<file path="config.mk">
export PLATFORM = sky130hd
export DESIGN_NAME = fetch_unit
export DESIGN_NICKNAME = d
export VERILOG_FILES = /design/src/rtl/riscv_fetch_pkg.sv /design/src/rtl/fetch_fifo.sv /design/src/rtl/fetch_unit.sv
export SDC_FILE = /design/constraint.sdc
export NUM_CORES = 1
export LEC_CHECK = 0
export CAP_MARGIN = 10
export CORE_MARGIN = 2
export CORE_UTILIZATION = 51
export CTS_CLUSTER_DIAMETER = 100
export DETAILED_ROUTE_END_ITERATION = 8
export GPL_ROUTABILITY_DRIVEN = 0
export PLACE_DENSITY = 0.85
export SETUP_SLACK_MARGIN = 0.3
export SYNTH_ARGS = -nofsm -noshare
export SYNTH_HDL_FRONTEND = slang
export SYNTH_HIERARCHICAL = 1
export SYNTH_SLANG_ARGS = --single-unit
</file>
<file path="constraint.sdc">
create_clock -name clk -period 4.7 [get_ports clk]
set_input_delay 0.94 -clock clk [delete_from_list [all_inputs] [get_ports clk]]
set_output_delay 0.94 -clock clk [all_outputs]
set_load 0.01 [all_outputs]
</file>
<file path="src/rtl/riscv_fetch_pkg.sv">
// Shared constants and the fetch-buffer entry type for the instruction-fetch front end.
package riscv_fetch_pkg;

    localparam logic [31:0] DEFAULT_RESET_PC = 32'h0000_0000;
    localparam int unsigned FETCH_BUF_DEPTH  = 2;
    localparam logic [1:0]  FETCH_CNT_FULL   = 2'd2;
    localparam logic [31:0] PC_INCR          = 32'd4;
    localparam logic [31:0] PC_ALIGN_MASK    = 32'hFFFF_FFFC;

    typedef struct packed {
        logic [31:0] pc;
        logic [31:0] instr;
    } fetch_entry_t;

endpackage

</file>
<file path="src/rtl/fetch_fifo.sv">
// Two-entry fetch buffer: head always in entry 0, push/pop/flush, count output.
module fetch_fifo
    import riscv_fetch_pkg::*;
(
    input  logic        clk,
    input  logic        reset,
    input  logic        push_i,
    input  logic [31:0] push_pc_i,
    input  logic [31:0] push_instr_i,
    input  logic        pop_i,
    input  logic        flush_i,
    output logic        valid_o,
    output logic [31:0] head_pc_o,
    output logic [31:0] head_instr_o,
    output logic [1:0]  count_o
);

    fetch_entry_t ent0_q, ent0_d;
    fetch_entry_t ent1_q, ent1_d;
    fetch_entry_t push_ent_s;
    logic [1:0]   count_q, count_d;
    logic         pop_ok_s;
    logic         push_ok_s;

    assign push_ent_s = {push_pc_i, push_instr_i};
    assign pop_ok_s   = pop_i && (count_q != 2'd0);
    assign push_ok_s  = push_i && ((count_q < FETCH_CNT_FULL) || pop_ok_s);

    // Next-state for entries and occupancy; flush wins over any push or pop.
    always_comb begin
        ent0_d  = ent0_q;
        ent1_d  = ent1_q;
        count_d = count_q;
        if (flush_i) begin
            ent0_d  = '0;
            ent1_d  = '0;
            count_d = 2'd0;
        end else begin
            case ({push_ok_s, pop_ok_s})
                2'b10: begin
                    if (count_q == 2'd0) begin
                        ent0_d = push_ent_s;
                    end else begin
                        ent1_d = push_ent_s;
                    end
                    count_d = count_q + 2'd1;
                end
                2'b01: begin
                    ent0_d  = ent1_q;
                    ent1_d  = '0;
                    count_d = count_q - 2'd1;
                end
                2'b11: begin
                    if (count_q == 2'd1) begin
                        ent0_d = push_ent_s;
                    end else begin
                        ent0_d = ent1_q;
                        ent1_d = push_ent_s;
                    end
                end
                default: begin
                    count_d = count_q;
                end
            endcase
        end
    end

    // Buffer storage and occupancy register.
    always_ff @(posedge clk or posedge reset) begin
        if (reset) begin
            ent0_q  <= '0;
            ent1_q  <= '0;
            count_q <= 2'd0;
        end else begin
            ent0_q  <= ent0_d;
            ent1_q  <= ent1_d;
            count_q <= count_d;
        end
    end

    // Stale entry contents are masked so the head reads zero while empty.
    assign valid_o      = (count_q != 2'd0);
    assign head_pc_o    = valid_o ? ent0_q.pc    : 32'h0000_0000;
    assign head_instr_o = valid_o ? ent0_q.instr : 32'h0000_0000;
    assign count_o      = count_q;

endmodule

</file>
<file path="src/rtl/fetch_unit.sv">
// Instruction-fetch front end: PC, redirect handling and fetch buffer to decode.
// Optional macro FETCH_MISALIGN_TRAP_EN: misaligned redirects raise a sticky fetch_fault.
module fetch_unit
    import riscv_fetch_pkg::*;
#(
    parameter logic [31:0] RESET_PC = DEFAULT_RESET_PC
) (
    input  logic        clk,
    input  logic        reset,
    input  logic        fetch_en,
    output logic [31:0] imem_addr,
    input  logic [31:0] imem_instr,
    input  logic        redirect_valid,
    input  logic [31:0] redirect_target,
    output logic        dec_valid,
    input  logic        dec_ready,
    output logic [31:0] dec_instr,
    output logic [31:0] dec_pc,
    output logic        fetch_fault
);

    logic [31:0] pc_q, pc_d;
    logic [31:0] target_s;
    logic [1:0]  count_s;
    logic        fault_s;
    logic        pop_s;
    logic        push_s;

    assign imem_addr = pc_q;
    assign pop_s     = dec_valid && dec_ready;

`ifdef FETCH_MISALIGN_TRAP_EN
    logic fault_q, fault_d;
    logic misalign_s;

    assign target_s   = redirect_target;
    assign misalign_s = redirect_valid && (redirect_target[1:0] != 2'b00);

    // Fault is sticky until reset.
    always_comb begin
        if (misalign_s) begin
            fault_d = 1'b1;
        end else begin
            fault_d = fault_q;
        end
    end

    // Fault flag register.
    always_ff @(posedge clk or posedge reset) begin
        if (reset) begin
            fault_q <= 1'b0;
        end else begin
            fault_q <= fault_d;
        end
    end

    assign fault_s     = fault_q;
    assign fetch_fault = fault_q;
`else
    assign target_s    = redirect_target & PC_ALIGN_MASK;
    assign fault_s     = 1'b0;
    assign fetch_fault = 1'b0;
`endif

    // A pop in the same cycle frees the slot the push needs when the buffer is full.
    assign push_s = fetch_en && !redirect_valid && !fault_s &&
                    ((count_s < FETCH_CNT_FULL) || pop_s);

    // PC next-state: redirect first, then sequential advance on push.
    always_comb begin
        if (redirect_valid) begin
            pc_d = target_s;
        end else if (push_s) begin
            pc_d = pc_q + PC_INCR;
        end else begin
            pc_d = pc_q;
        end
    end

    // Program counter register.
    always_ff @(posedge clk or posedge reset) begin
        if (reset) begin
            pc_q <= RESET_PC;
        end else begin
            pc_q <= pc_d;
        end
    end

    fetch_fifo u_fifo (
        .clk          (clk),
        .reset        (reset),
        .push_i       (push_s),
        .push_pc_i    (pc_q),
        .push_instr_i (imem_instr),
        .pop_i        (pop_s),
        .flush_i      (redirect_valid),
        .valid_o      (dec_valid),
        .head_pc_o    (dec_pc),
        .head_instr_o (dec_instr),
        .count_o      (count_s)
    );

endmodule

</file>
* Yosys cells after proc, flatten, opt, wreduce, memory -nomap -nowiden *
Cells that the tools add are included.

storage, ports and cells
  flip-flop bits (word level) = 162
  input port bits = 69

cells by class
  add/sub/neg operators = 3
  magnitude comparators = 1
  equality and inequality tests = 7
  multiplexer cells = 14
  reductions and logical operators = 15

operators with widths
  kind                                                                     number
  64-bit two-way mux                                                       6
  64-bit one-hot mux with 3 select lines                                   2
  32-bit two-way mux                                                       4
  32-bit by 3-bit adder with 32-bit output, second input constant          1
  3-bit inequality test, second input constant                             2
  1-bit logical AND                                                        5
  2-bit by 1-bit equality test with 1-bit output, second input constant    2
  2-bit equality test, second input constant                               2
  2-bit one-hot mux with 2 select lines                                    1
  2-bit nonzero test                                                       2
  4-bit nonzero test                                                       1
  3-bit by 2-bit inequality test with 1-bit output, second input constant  1
  3-bit AND reduction                                                      1
  3-bit nonzero test                                                       1
  2-bit by 1-bit adder with 2-bit output, second input constant            1
  2-bit zero test                                                          1
  1-bit logical OR                                                         2
  2-bit < comparator, second input constant                                1
  2-bit two-way mux                                                        1
  2-bit AND reduction                                                      1
  2-bit by 1-bit subtractor with 2-bit output, second input constant       1
  1-bit zero test                                                          1

* Longest topological paths before layout *
  depth after elaboration = 8
  depth in mapped cells = 11
  depth with buffers taken out = 10

* Cells and area by module *
The synthesis kept the hierarchy.

modules (own cells, without submodules)
  module      instances  cells each  area each (sq um)  sequential area each (sq um)
  fetch_fifo  1          520         5824.3             3253.1
  fetch_unit  1          231         1955.6             750.7

* Least setup slack after synthesis *
OpenSTA, ideal clock, no wires.

  path type = input port to flip-flop
  start = input port redirect_valid
  end = register u_fifo/ent0_q[41] (netlist name)
  data arrival time = 2471 ps
  required time = 4578 ps
  setup slack = 2108 ps
  stages on the path = 8
  cells stage by stage = clkbuf_1 -> buf_1 -> nor2_1 -> nand2_1 -> nand2_2 -> buf_2 -> mux2i_1 -> o21ai_1

between the ends
  longest elaborated chain between the ends = 7
  elaborated cells on any way between the ends = 12
  those cells by class = eq/ne: 4; mux: 2; reduce/logical: 6

RTL lines
  what                                                                                          line              text
  start: declaration                                                                            fetch_unit.sv:13  input logic redirect_valid,
  1-bit zero test (*)                                                                           fetch_unit.sv:66  assign push_s = fetch_en && !redirect_valid && !fault_s &&
  1-bit logical AND (*) (2 in a row)                                                            fetch_unit.sv:66
  via push_s                                                                                    fetch_unit.sv:27  logic push_s;
  1-bit logical AND (*)                                                                         fetch_fifo.sv:27  assign push_ok_s = push_i && ((count_q < FETCH_CNT_FULL) || pop_ok_s);
  2-bit equality test / 2-bit by 1-bit equality test with 1-bit output (equally long branches)  fetch_fifo.sv:39  case ({push_ok_s, pop_ok_s})
  64-bit one-hot mux with 3 select lines (tied with other cells)                                fetch_fifo.sv:39
  64-bit two-way mux / 2-bit AND reduction (equally long branches)                              --
  end signal: assignment                                                                        fetch_fifo.sv:75  ent0_q <= ent0_d;
  end: declaration                                                                              fetch_fifo.sv:18  fetch_entry_t ent0_q, ent0_d;

Mark *: on every way through the listed nets, which the timed path passes. The rest lies on a longest branch.
A chain may end at the register's enable or synchronous reset.

* Final worst setup path *
  start = register u_fifo.count_q[1], in the netlist u_fifo/count_o[1]
  end = output port dec_pc[3]

between the ends
  longest elaborated chain between the ends = 2

RTL lines
  what                      line              text
  start: declaration        fetch_fifo.sv:21  logic [1:0] count_q, count_d;
  start signal: assignment  fetch_fifo.sv:77  count_q <= count_d;
  2-bit nonzero test        fetch_fifo.sv:82  assign valid_o = (count_q != 2'd0);
  32-bit two-way mux        fetch_fifo.sv:83  assign head_pc_o = valid_o ? ent0_q.pc : 32'h0000_0000;
  end: declaration          fetch_unit.sv:18  output logic [31:0] dec_pc,

Every way passes these cells.

==> metrics.log <==
INFO  metric chipWidth = 128 µm
INFO  metric via_count_of_the_first_global_routing_pass = 6413
INFO  metric initial_antenna_violation_count = 0
INFO  metric yosys.area.top_type_share = 51.5%
INFO  metric post-place-ws = 1.02 ns
INFO  metric synth_seq_cells = 160
INFO  metric die_ar = 16300 µm²
INFO  metric finalHoldViolations = 0
INFO  metric viasPerCell = 5.87
INFO  metric multi_input_comb_area = 3490 µm²
INFO  metric final.min_clock_period = 3.76 ns
INFO  metric finClkSkew = 0.00804 ns
INFO  metric groute.usage.overall = 25.9%
INFO  metric ir_worst_vdd = 0.000251 V
INFO  metric timing.critical_path.cells = inv_1 > ha_2 > buf_4 > nor2b_1 > clkdlybuf4s50_1
INFO  metric route.antenna.remaining_nets = 0
INFO  metric min_from = u_fifo/ent0_q[54]
INFO  metric clock-sinks = 160
INFO  metric worst_hold_slack = 0.474 ns
INFO  metric yosys_warnings = 6
INFO  metric floorplan.die.height = 128 µm
INFO  metric root_buffer_cell = clkbuf_16
INFO  metric power_per_cell_area = 403 nW/µm²
INFO  metric post_synth_main_area_contributors = dfrtp_1 (51%), mux2i_1 (8.5%), a22o_1 (7.1%), nor2b_1 (5.5%), nand2_1 (4.4%)
INFO  metric worst_slack = 0.942 ns
INFO  metric maxCapViolations = 0
INFO  metric drt_pass_1_iters = 5
INFO  metric cts_htree_levels = 4
INFO  metric hold_depth = 2
INFO  metric crit_path_start_kind = flip-flop
INFO  metric worst_hold_path.endpoint = u_fifo/ent0_q[54]
INFO  metric postSynthAreaPerCell = 10.4 µm²
INFO  metric drt_first_iter_violations = 531
INFO  metric async_flop_share = 100%
INFO  metric via_count = 6424
INFO  metric worst_ep_arrival_time = 2.82 ns
INFO  metric postLayoutCoreUtil = 67.3%
INFO  metric cts-buffers-inserted = 17
INFO  metric num_rows = 45
INFO  metric dp.final_hpwl = 13.1 mm
INFO  metric layout-area-overhead-vs-synth = 30.1%
INFO  metric placeableCoreArea = 15000 µm²
INFO  metric syn-instance-count = 751
INFO  metric cp_slowest_stage_delay = 0.59 ns
INFO  metric data_required_time_at_the_worst_endpoint = 3.76 ns
INFO  metric initial_utilization = 51.8%
INFO  metric portBuffers = 161
INFO  metric pin_count_of_the_biggest_net_entering_global_routing = 83
INFO  metric detail_route.wl_per_cell = 18.6 µm
INFO  metric reg2reg_depth = 10
INFO  metric fmax = 266 MHz
INFO  metric critical_path.slowest_cell = ha_2
INFO  metric cts_max_path_buffers = 2
INFO  metric crit_path_max_fanout = 44
INFO  metric slew_violations = 0
INFO  metric synth-edff-count = 0
INFO  metric drc = 0
INFO  metric fin_setup_tns = 0 ns
INFO  metric status = finished, final reports clean
INFO  metric hold_buffers = 0
INFO  metric floorplan.io_pins = 167
INFO  metric period_share = 80.0%
INFO  metric cts_repair_resize_count = 0
INFO  metric tritoncts_clock_tree = built
INFO  metric gr-total-overflow = 0
INFO  metric rsz0062_at_grt = false
INFO  metric slew_worst_pin = 1.07 ns
INFO  metric grt_pass1_wl = 33.4 mm
INFO  metric slew_headroom = 28.7%
INFO  metric power.static_leakage = 4.63 nW
INFO  metric design.final.nets = 966
INFO  metric clkSlewWorstSetupHoldPaths = 0.06 ns
INFO  metric report.final.setup_viol = 0
INFO  metric hp-class = reg2reg
INFO  metric seq_area = 4000 µm²
INFO  metric synth-seq-area-share = 51.5%
INFO  metric antennaDiodeCount = 0
INFO  metric rr_startpoint = u_fifo/count_o[1]
INFO  metric ff2ff_setup_slack = 1.02 ns
INFO  metric yosys.cell_types.count = 57
INFO  metric postCtsSetupRepairBufs = 0
INFO  metric synth_area = 7780 µm²
INFO  metric critical_path.reg2reg.endpoint = u_fifo/ent0_q[39]
INFO  metric criticalPathCategory = reg2out
INFO  metric worst_skew_pair.late_latency = 0.42 ns
INFO  metric critPathCaptureType = output port
INFO  metric finalWirelength = 20.3 mm
INFO  metric layout-drive-gt1-share = 6.28%
INFO  metric n_fill_cell = 1158
INFO  metric synth-main-ff-cell = dfrtp_1
INFO  metric synthDominantAreaCellType = dfrtp_1
## how the worst max path moves through the flow
stage / start / slack (ns) / end
after floorplan: redirect_valid / 2.11 / u_fifo/ent0_q[41]
after global placement: dec_ready / 1.08 / u_fifo/ent0_q[45]
after detailed placement: dec_ready / 1.02 / u_fifo/ent0_q[32]
after CTS: u_fifo/count_o[1] / 0.93 / dec_pc[3]
after global routing: u_fifo/count_o[1] / 0.74 / u_fifo/ent0_q[37]
final: u_fifo/count_o[1] / 0.94 / dec_pc[3]
## metrics by stage
stage	std cells	area, µm²	total power, mW
floorplan	757	7810	2.21
global placement	1063	9500	2.61
detailed placement	1063	9500	2.63
CTS	1095	10100	4.09
global route	1095	10100	4.26
finish	1095	10100	4.08
## registers in the layout (all words and copies together), names as in the netlist
| signal | cells |
|---|---|
| imem_addr | 30 |
| u_fifo/count_o | 2 |
| u_fifo/ent0_q | 64 |
| u_fifo/ent1_q | 64 |
## placed cells by master, fill, tap and decap left out, types with 5 or more instances in the layout
| master | instances |
|---|---|
| conb_1 | 7 |
| mux2i_1 | 66 |
| clkbuf_16 | 17 |
| a31oi_1 | 9 |
| o21ai_0 | 19 |
| nor2_1 | 20 |
| a22o_1 | 63 |
| inv_1 | 10 |
| dfrtp_1 | 160 |
| o21ai_1 | 60 |
| xnor2_1 | 5 |
| nand2_1 | 92 |
| nand4_1 | 12 |
| nand3_1 | 20 |
| buf_4 | 10 |
| nor2b_1 | 69 |
| o31ai_1 | 10 |
| or4_1 | 12 |
| a21oi_1 | 5 |
| clkdlybuf4s50_1 | 160 |
## synth_stat cells (all sizes together) (2+ instances only)
master and count:
or4 12, a21boi 3, and3 4, dfrtp 160
clkbuf 14, nand2 93, or4b 2, nand4 13
nor2 21, or3 2, a31oi 9, or2 3
nor3b 3, o21ai 79, xor2 3, o211ai 3
nor4 4, nor4b 4, nor3 4, o31ai 10
a21oi 5, a22o 63, o311ai 4, inv 11
nand2b 2, ha 3, buf 41, xnor2 5
nand3 20, nor2b 70, mux2i 66
## area by class of cell
class | instances | share of cell area (%)
Clock inverter | 9 | 1.55
Timing Repair Buffer | 173 | 17.0
Clock buffer | 23 | 4.62
Tap cell | 188 | 2.32
Inverter | 11 | 0.445
Sequential cell | 160 | 39.6
Multi-Input combinational cell | 531 | 34.5
## critical path: cells and delay by family (launching register included)
kind                       cells  cell delay (ns)
buffers and inverters          3             1.20
adders and majority gates      1             0.59
DFF                            1             0.44
and+or+nand+nor                1             0.15
## report_power, final
group | switching (mW) | leakage, nW | internal, mW
Sequential | 0.131 | 2.10 | 1.54
Combinational | 0.502 | 2.24 | 0.443
Clock | 0.548 | 0.294 | 0.918
Total | 1.18 | 4.63 | 2.90
## routing by layer
| metal | vias to the layer above | GRT usage, % | share of wire, % |
|---|---|---|---|
| li1 | 2979 | - | - |
| met1 | 3149 | 36.0 | 44 |
| met2 | 273 | 40.7 | 48 |
| met3 | 23 | 5.07 | 6.6 |
| met4 | 0 | 9.57 | 1.6 |
| met5 | - | 0 | 0 |
## cell families after synthesis
| kind of cell | synth area share [%] |
|---|---|
| buffers and inverters | 4.29 |
| AO/OA/AOI/OAI | 16.3 |
| multiplexers | 8.49 |
| flip-flops | 51.5 |
| other | 0.0482 |
| AND/OR/NAND/NOR | 18.0 |
| XOR/XNOR | 0.901 |
| adder cells (fa/ha/maj) | 0.483 |
No activity file was read; power rests on OpenSTA's default activity.
